File: src/rtl/trig_tx_pkg.sv
// ---------------------------------------------------------------------------
// trig_tx_pkg
// Shared types and helpers for the coax trigger transmitter.
//   state_t    : transmitter state (IDLE, FIRE, HOLDOFF)
//   COAX_IDLE  : coax line level when no pulse is driven (high)
//   COAX_ACTIVE: coax line level during a trigger pulse (low)
//   sat_inc    : saturating increment of a counter of width w (w <= 64)
// ---------------------------------------------------------------------------
package trig_tx_pkg;

    typedef enum logic [1:0] {
        IDLE    = 2'd0,
        FIRE    = 2'd1,
        HOLDOFF = 2'd2
    } state_t;

    localparam logic COAX_IDLE   = 1'b1;
    localparam logic COAX_ACTIVE = 1'b0;

    localparam int SAT_MAXW = 64;

    // Callers widen their counter to SAT_MAXW bits, pass their own width in w
    // and truncate the result back. The counter sticks at all-ones.
    function automatic logic [SAT_MAXW-1:0] sat_inc(input logic [SAT_MAXW-1:0] v,
                                                    input int w);
        logic [SAT_MAXW-1:0] top;
        top = (w >= SAT_MAXW) ? '1 : ((64'd1 << w) - 64'd1);
        return (v >= top) ? v : v + 64'd1;
    endfunction

endpackage

File: src/rtl/trig_mult_cmp.sv
// ---------------------------------------------------------------------------
// trig_mult_cmp
// Combinational multiplicity comparator: counts channels that are both active
// and enabled and compares the count against a threshold (0 acts as 1).
//   disc_r  in  NCH  per-channel active flags (already registered)
//   mask_r  in  NCH  1 = channel participates
//   mult_r  in  5    required multiplicity
//   mult_ok out 1    count >= max(mult_r, 1)
// ---------------------------------------------------------------------------
module trig_mult_cmp import trig_tx_pkg::*; #(
    parameter int NCH = 16
) (
    input  logic [NCH-1:0] disc_r,
    input  logic [NCH-1:0] mask_r,
    input  logic [4:0]     mult_r,
    output logic           mult_ok
);

    localparam int PCW = $clog2(NCH + 1);
    // At least 5 bits so the 5-bit threshold always fits beside the count.
    localparam int CW  = (PCW > 5) ? PCW : 5;

    logic [CW-1:0] hits;
    logic [4:0]    thr;

    always_comb begin
        hits = '0;
        for (int i = 0; i < NCH; i++) begin
            hits = hits + CW'(disc_r[i] & mask_r[i]);
        end
        thr     = (mult_r == 5'd0) ? 5'd1 : mult_r;
        mult_ok = (hits >= CW'(thr));
    end

endmodule

File: src/rtl/coax_trig_tx.sv
// ---------------------------------------------------------------------------
// coax_trig_tx
// Board-side coax trigger transmitter. Forms a local trigger from masked
// discriminator multiplicity (rising edge only), applies a random prescale,
// and drives an active-low pulse of programmable length followed by a
// programmable dead time. force_trig bypasses multiplicity and prescale.
//   clk_adc     in   sample clock
//   rst         in   synchronous active-high reset
//   disc_in     in   per-channel over-threshold flags
//   chan_mask   in   channel participation mask
//   min_mult    in   multiplicity threshold (0 acts as 1)
//   pulse_len   in   pulse length in cycles (0 acts as 1)
//   holdoff_len in   dead cycles after the pulse
//   randnum     in   free-running random value
//   prescale    in   pass when randnum <= prescale
//   force_trig  in   forced/rolling trigger request
//   clr_cnt     in   synchronous counter clear
//   coax_out    out  coax drive, active low
//   trig_fired  out  one-cycle strobe when a pulse starts
//   busy        out  state is not IDLE
//   cnt_cand    out  accepted candidates
//   cnt_fired   out  pulses emitted
//   cnt_dead    out  candidates lost while busy
// ---------------------------------------------------------------------------
module coax_trig_tx import trig_tx_pkg::*; #(
    parameter int NCH  = 16,
    parameter int CNTW = 32,
    parameter int LENW = 8
) (
    input  logic            clk_adc,
    input  logic            rst,
    input  logic [NCH-1:0]  disc_in,
    input  logic [NCH-1:0]  chan_mask,
    input  logic [4:0]      min_mult,
    input  logic [LENW-1:0] pulse_len,
    input  logic [LENW-1:0] holdoff_len,
    input  logic [31:0]     randnum,
    input  logic [31:0]     prescale,
    input  logic            force_trig,
    input  logic            clr_cnt,
    output logic            coax_out,
    output logic            trig_fired,
    output logic            busy,
    output logic [CNTW-1:0] cnt_cand,
    output logic [CNTW-1:0] cnt_fired,
    output logic [CNTW-1:0] cnt_dead
);

    logic [NCH-1:0]  disc_r;
    logic [NCH-1:0]  mask_r;
    logic [4:0]      mult_r;
    logic [31:0]     randnum_r;
    logic [31:0]     prescale_r;

    logic            mult_ok;
    logic            mult_ok_d;
    logic            cand;
    logic            pass;
    logic            is_idle;
    logic            fire_go;
    logic [LENW-1:0] pulse_load;

    state_t          state;
    logic [LENW-1:0] tcnt;
    logic [LENW-1:0] hold_lat;

    // One register of retiming on everything that feeds the trigger decision.
    always_ff @(posedge clk_adc) begin
        if (rst) begin
            disc_r     <= '0;
            mask_r     <= '0;
            mult_r     <= '0;
            randnum_r  <= '0;
            prescale_r <= '0;
            mult_ok_d  <= 1'b1;  // blocks a candidate on the first cycle after reset
        end else begin
            disc_r     <= disc_in;
            mask_r     <= chan_mask;
            mult_r     <= min_mult;
            randnum_r  <= randnum;
            prescale_r <= prescale;
            mult_ok_d  <= mult_ok;
        end
    end

    trig_mult_cmp #(.NCH(NCH)) u_mult_cmp (
        .disc_r  (disc_r),
        .mask_r  (mask_r),
        .mult_r  (mult_r),
        .mult_ok (mult_ok)
    );

    always_comb begin
        cand       = mult_ok & ~mult_ok_d;
        pass       = (randnum_r <= prescale_r);
        is_idle    = (state == IDLE);
        fire_go    = is_idle & (force_trig | (cand & pass));
        pulse_load = (pulse_len == '0) ? '0 : (pulse_len - LENW'(1));
    end

    // tcnt holds remaining cycles minus one for the current FIRE/HOLDOFF phase.
    always_ff @(posedge clk_adc) begin
        if (rst) begin
            state      <= IDLE;
            tcnt       <= '0;
            hold_lat   <= '0;
            coax_out   <= COAX_IDLE;
            trig_fired <= 1'b0;
            busy       <= 1'b0;
        end else begin
            trig_fired <= 1'b0;
            case (state)
                IDLE: begin
                    if (fire_go) begin
                        state      <= FIRE;
                        tcnt       <= pulse_load;
                        hold_lat   <= holdoff_len;
                        coax_out   <= COAX_ACTIVE;
                        trig_fired <= 1'b1;
                        busy       <= 1'b1;
                    end else if (cand && (holdoff_len != '0)) begin
                        // Prescaled-away candidate still costs a dead time.
                        state <= HOLDOFF;
                        tcnt  <= holdoff_len - LENW'(1);
                        busy  <= 1'b1;
                    end
                end
                FIRE: begin
                    if (tcnt == '0) begin
                        coax_out <= COAX_IDLE;
                        if (hold_lat == '0) begin
                            state <= IDLE;
                            busy  <= 1'b0;
                        end else begin
                            state <= HOLDOFF;
                            tcnt  <= hold_lat - LENW'(1);
                        end
                    end else begin
                        tcnt <= tcnt - LENW'(1);
                    end
                end
                HOLDOFF: begin
                    if (tcnt == '0) begin
                        state <= IDLE;
                        busy  <= 1'b0;
                    end else begin
                        tcnt <= tcnt - LENW'(1);
                    end
                end
                default: begin
                    state    <= IDLE;
                    coax_out <= COAX_IDLE;
                    busy     <= 1'b0;
                end
            endcase
        end
    end

    // Monitoring counters; a clear wins over a same-cycle increment.
    always_ff @(posedge clk_adc) begin
        if (rst || clr_cnt) begin
            cnt_cand  <= '0;
            cnt_fired <= '0;
            cnt_dead  <= '0;
        end else begin
            if (cand && is_idle) begin
                cnt_cand <= CNTW'(sat_inc(SAT_MAXW'(cnt_cand), CNTW));
            end
            if (fire_go) begin
                cnt_fired <= CNTW'(sat_inc(SAT_MAXW'(cnt_fired), CNTW));
            end
            if (cand && !is_idle) begin
                cnt_dead <= CNTW'(sat_inc(SAT_MAXW'(cnt_dead), CNTW));
            end
        end
    end

endmodule

File: config.mk
export PLATFORM = sky130hd
export DESIGN_NAME = coax_trig_tx
export DESIGN_NICKNAME = d
export VERILOG_FILES = /design/src/rtl/trig_tx_pkg.sv /design/src/rtl/trig_mult_cmp.sv /design/src/rtl/coax_trig_tx.sv
export SDC_FILE = /design/constraint.sdc
export NUM_CORES = 1
export LEC_CHECK = 0
export ABC_AREA = 1
export CELL_PAD_IN_SITES_DETAIL_PLACEMENT = 0
export CELL_PAD_IN_SITES_GLOBAL_PLACEMENT = 1
export CORE_UTILIZATION = 41
export DETAILED_ROUTE_END_ITERATION = 8
export GPL_ROUTABILITY_DRIVEN = 0
export PLACE_DENSITY = 0.95
export SLEW_MARGIN = 20
export SYNTH_ARGS = -nofsm -noshare
export SYNTH_HDL_FRONTEND = slang
export SYNTH_SLANG_ARGS = --single-unit
File: constraint.sdc
create_clock -name clk_adc -period 14.1 [get_ports clk_adc]
set_clock_uncertainty 0.2 [all_clocks]
set_input_delay 1.41 -clock clk_adc [delete_from_list [all_inputs] [get_ports clk_adc]]
set_output_delay 1.41 -clock clk_adc [all_outputs]
set_load 0.01 [all_outputs]
-- Word level (Yosys, flattened, before mapping)
Cells that the tools add are included.
- bits in registers: 219
- bits of input ports: 121
- output and inout bits: 99
- add/subtract/negate cells: 22
- $lt $le $gt $ge: 5
- equal/unequal tests: 9
- mux-type cells: 24
- bitwise logic cells: 26
- reduce and logical (&&, ||, !) cells: 21
- operators by type and width (kind ; number):
    $add A32 B1 Y32 const B ; 3
    $ge A32 B32 Y1 const B ; 3
    $add A5 B5 Y5 ; 15
    $mux W8 ; 6
    $le A32 B32 Y1 ; 1
    $sub A8 B1 Y8 const B ; 4
    $logic_not A8 Y1 ; 3
    $pmux W8 S3 ; 1
    $and A1 B1 Y1 ; 19
    $mux W2 ; 5
    $mux W1 ; 8
    $ne A2 B2 Y1 const B ; 4
    $reduce_and A2 Y1 ; 4
    $reduce_and A4 Y1 ; 2
    $reduce_bool A8 Y1 ; 1
    $not A1 Y1 ; 6
    $pmux W1 S3 ; 2
    $pmux W2 S3 ; 1
    $reduce_and A3 Y1 ; 2
    $ge A5 B5 Y1 ; 1
    $logic_not A5 Y1 ; 1
    $mux W5 ; 1
    $logic_and A1 B1 Y1 ; 3
    $ne A3 B1 Y1 const B ; 1
    10 further kinds ; 10

-- Longest topological paths before layout
- depth in word-level cells: 23
- depth in mapped cells: 30
- gate-level depth less buffers: 29

-- Cells and area by module
Synthesis repeated with hierarchy kept, for this count alone.
- cells, all modules: 1621
- area total of the unflattened synthesis: 11369.7 um^2
- modules (own cells, without submodules) (module ; instances ; cells an instance ; area an instance (um^2) ; seq. area each (um^2)):
    coax_trig_tx ; 1 ; 1531 ; 10762.8 ; 4384.2
    trig_mult_cmp ; 1 ; 90 ; 606.8 ; 0.0

-- Worst setup path before layout
OpenSTA, ideal clock, no wires.
- path type: register to register
- from: reg disc_r[0]
- to: reg cnt_dead[12]
- library setup time: 0.115 ns
- arrival time: 4.788 ns
- setup slack: 8.997 ns
- cell stages (with the launch flop): 23
- buffers on the path: 0
- clock period less this slack: 5.103 ns
- path through: dfxtp_1 -> nand2_1 -> inv_1 -> fa_1 -> inv_1 -> fa_1 -> fa_1 -> fa_1 -> inv_1 -> ha_1 -> fa_1 -> xor2_1 -> ha_1 -> a21oi_1 -> o2111ai_1 -> nand2_1 -> nor2_1 -> o21ai_2 -> nor2_2 -> nand2_1 -> nor2_1 -> a21oi_1 -> o21a_1
- cells in the longest elaborated chain, start to end: 20
- ends and longest elaborated chain (what ; line ; source):
    from (decl) ; coax_trig_tx.sv:49 ; logic [NCH-1:0] disc_r;
    from (signal assigned) ; coax_trig_tx.sv:77 ; disc_r <= disc_in;
    $and A1 B1 Y1 ; trig_mult_cmp.sv:29 ; hits = hits + CW'(disc_r[i] & mask_r[i]);
    $add A5 B5 Y5 (15 in series) ; trig_mult_cmp.sv:29 ;
    $ge A5 B5 Y1 ; trig_mult_cmp.sv:32 ; mult_ok = (hits >= CW'(thr));
    $and A1 B1 Y1 ; coax_trig_tx.sv:94 ; cand = mult_ok & ~mult_ok_d;
    $logic_and A1 B1 Y1 ; coax_trig_tx.sv:172 ; if (cand && !is_idle) begin
    $reduce_and A2 Y1 (no source line) ; -- ;
    to (signal assigned) ; coax_trig_tx.sv:173 ; cnt_dead <= CNTW'(sat_inc(SAT_MAXW'(cnt_dead), CNTW));
    to (decl) ; coax_trig_tx.sv:46 ; output logic [CNTW-1:0] cnt_dead
Every way passes these cells.
A chain may end at the register's enable or synchronous reset.

-- Final worst setup path
- from: reg disc_r[0]
- to: reg cnt_fired[0]
- cells in the longest elaborated chain, start to end: 22
- ends and longest elaborated chain (what ; line ; source):
    $and A1 B1 Y1 ; trig_mult_cmp.sv:29 ;
    $add A5 B5 Y5 (15 in series) ; trig_mult_cmp.sv:29 ;
    $ge A5 B5 Y1 ; trig_mult_cmp.sv:32 ;
    $and A1 B1 Y1 ; coax_trig_tx.sv:94 ;
    $and A1 B1 Y1 ; coax_trig_tx.sv:97 ; fire_go = is_idle & (force_trig | (cand & pass));
    $or A1 B1 Y1 ; coax_trig_tx.sv:97 ;
    $and A1 B1 Y1 ; coax_trig_tx.sv:97 ;
    $reduce_and A2 Y1 (no source line) ; -- ;
    to (signal assigned) ; coax_trig_tx.sv:170 ; cnt_fired <= CNTW'(sat_inc(SAT_MAXW'(cnt_fired), CNTW));
    to (decl) ; coax_trig_tx.sv:45 ; output logic [CNTW-1:0] cnt_fired,
Every way passes these cells.

==> flow_summary.toml <==
[pwr]
clock_power_share_pct = 38.7
ir_worst_vdd_mv = 0.0671
netSwitchingFraction_pct = 30.2
combPwrFrac_pct = 22.3
p_leak_nw = 6.32
p_seq_share_pct = 39.1
power_mw = 1.74
p_per_area_nw_per_um2 = 117
internal_power_mw = 1.22
p_switching_uw = 526

[synth]
syn_nets = 1820
ys_types = 51
yosysWarnings = 0
synth_area_leaders = "dfxtp_1 38%, inv_1 9.6%, nand2_1 9.6%"
synth_cells = 1633
syn_area_um2 = 11600
synth_enable_flop_cells = 0
ys_seq_area_share_pct = 37.9
synth_flop_cell = "dfxtp_1"
synth-async-reset-ratio_pct = 0
ys_ff_latch = 219
synth_top_area_share_pct = 37.9
synth.avg_cell_area_um2 = 7.09
synth_area_leader_cell = "dfxtp_1"

[timing]
hold_viol_final = 0
post-route-min-period_ns = 6.22
worstMarginPinSlew_ns = 1.05
final.period_utilization_pct = 44.1
fin_ws_ns = 7.88
slew_headroom_pct = 30.0
slew_violations = 0
tns_ns = 0
rsz0062_at_grt = "no"
hold_slack_ns = 0.283
max_freq_ghz = 0.161
setup_viol = 0

[drt]
initialDrtViolationCount = 621
wirelength_um = 29600
via_per_inst = 4.79
dr_total_vias = 10700
wl_per_cell_um = 13.2
remaining_drc_errors = 0
dr.pass1.iters = 5
antenna_left = 0

[layout]
n_fill_cell = 2708
register_area_um2 = 4380
stdcell_area_um2 = 14900
final_common_cell = "inv_1"
post-route-util_pct = 53.6
multiInputGateArea_um2 = 5820
layout.cells.non_filler = 2237
area_delta_synth_final_pct = 28.6
drive_above_1_share_pct = 4.73
layout_common_cells = "297 x inv_1, 295 x nand2_1, 219 x nor2_1, 219 x dfxtp_1, 218 x clkdlybuf4s50_1"
antennaDiodeCount = 0
nNetsFinal = 2027

[worst_setup_path]
r2r-end = "cnt_fired[0]"
worst_path_most_repeated_cell = "fa_1"
worst-path-max-fanout = 34
crit_required_ns = 14.30
critPathSlowestCell = "a21oi_4"
cp_cell_sequence = "nand2_1, inv_1, fa_1, inv_1, fa_1, fa_1, fa_1, inv_1, ha_1, fa_1, nand2_1, a21boi_0, ha_1, nand2_1, o2111ai_1, nand2_1, inv_1, nand2_4, a21oi_4, nand2_4, o21ai_0, a21oi_1"
r2r-start = "disc_r[0]"
slowest_delay_ns = 0.72
critPathKind = "reg2reg"
rrSetupSlack_ns = 7.88
startpoint_type = "register"
crit_arrival_ns = 6.41
endpoint_kind = "register"
r2r_cells = 22

[global_route]
grt_overflow = 0
antenna_found_initial = 0
grt_pass1_wl_um = 49200
grt_util_all_layers_pct = 20.7
grt_pass1_vias = 10400
grt_max_degree = 89

[die]
start_util_pct = 41.7
boundaryPins = 220
die_area_um2 = 28900
num_rows = 61
coreArea_um2 = 27800
dieWidth_um = 170
die_h_um = 170

[cts]
cts_setup_buffers = 0
cts_buffers = 25
clk_latency_ns = 0.52
cts_resized = 0
cts_tree = "done"
clk_path_buf_depth = 3
clk_pin_slew_ns = 0.06
cts_hold_buf = 0
clockRootBuffer = "clkbuf_16"
cts_sinks = 219
htree_levels = 1

[placed_design]
dp_cells = 2191
dpl_cell_area_um2 = 14000
dp_slack_ns = 7.84
hpwlAfterDp_um = 22600
portBuffers = 219

[hold_path]
hold_path_end = "cnt_dead[4]"
whs_path_depth = 1
min_path_type = "reg2reg"
hp-start = "cnt_dead[4]"

[job]
max-cap-violations = 0

[status]
status = "finished, final reports clean"
-- worst max-delay path: cells and delay by family (launching register included) --
kind	cells	cell delay, ns
fa+ha+maj	7	3.08
compound gates	5	1.40
simple gates	6	0.86
flops	1	0.30
buf+inv	4	0.28
-- area by class of cell --
cell class,count,area share (%)
multi-input cells,1066,39.1
clock inverters,14,1.19
clock buffers,32,4.58
flip-flops and latches,219,29.4
inverters,306,7.71
well taps,378,3.18
repair buffers,222,14.9
-- synth_stat cells (8+ instances only) --
cell type	count
nor3_1	58
dfxtp_1	219
inv_1	297
inv_2	8
nand2_1	295
a21oi_1	124
clkbuf_1	24
nor2_1	220
ha_1	56
xor2_1	46
nor4_1	15
o21ai_0	46
nand4_1	31
nand3_1	81
fa_1	10
xnor2_1	17
-- sequential cells by signal (all words and copies together), names as in the netlist --
| signal | cells |
|---|---|
| cnt_cand | 32 |
| cnt_dead | 32 |
| cnt_fired | 32 |
| prescale_r | 32 |
| randnum_r | 32 |
| disc_r | 16 |
| mask_r | 16 |
| hold_lat | 8 |
| tcnt | 8 |
| mult_r | 5 |
| state | 2 |
| busy | 1 |
| coax_out | 1 |
| mult_ok_d | 1 |
| trig_fired | 1 |
-- kinds of logic after synthesis --
family	count (synthesis)	synth area share, %
fa+ha+maj	66	7.78
compound gates	198	9.17
buf+inv	348	11.9
xor+xnor	63	4.76
simple gates	739	28.5
flops	219	37.9
-- per-layer routing --
metal  up-vias  wire [um]  GRT usage (%)
li1       5555          -              -
met1      4860      13200           25.7
met2       258      14000           36.2
met3        53       1490           3.14
met4         0        985           7.44
met5         -          0              0
-- power by group through the flow --
stage / combinational (mW) / clock (mW) / sequential, mW
detailed placement: 0.387 / 0 / 0.694
finish: 0.388 / 0.674 / 0.681
CTS: 0.390 / 0.691 / 0.681
global placement: 0.380 / 0 / 0.693
floorplan: 0.285 / 0 / 0.691
global route: 0.441 / 0.718 / 0.685
-- worst max-delay path by stage --
| stage | from | to | slack (ns) |
|---|---|---|---|
| after floorplan | disc_r[0] | cnt_dead[12] | 9.00 |
| after global placement | disc_r[0] | cnt_fired[3] | 8.00 |
| after detailed placement | disc_r[0] | cnt_fired[1] | 7.84 |
| after CTS | disc_r[0] | cnt_fired[3] | 7.81 |
| after global routing | disc_r[0] | cnt_fired[0] | 7.37 |
| final | disc_r[0] | cnt_fired[0] | 7.88 |
(Power assumes the default switching activity.)
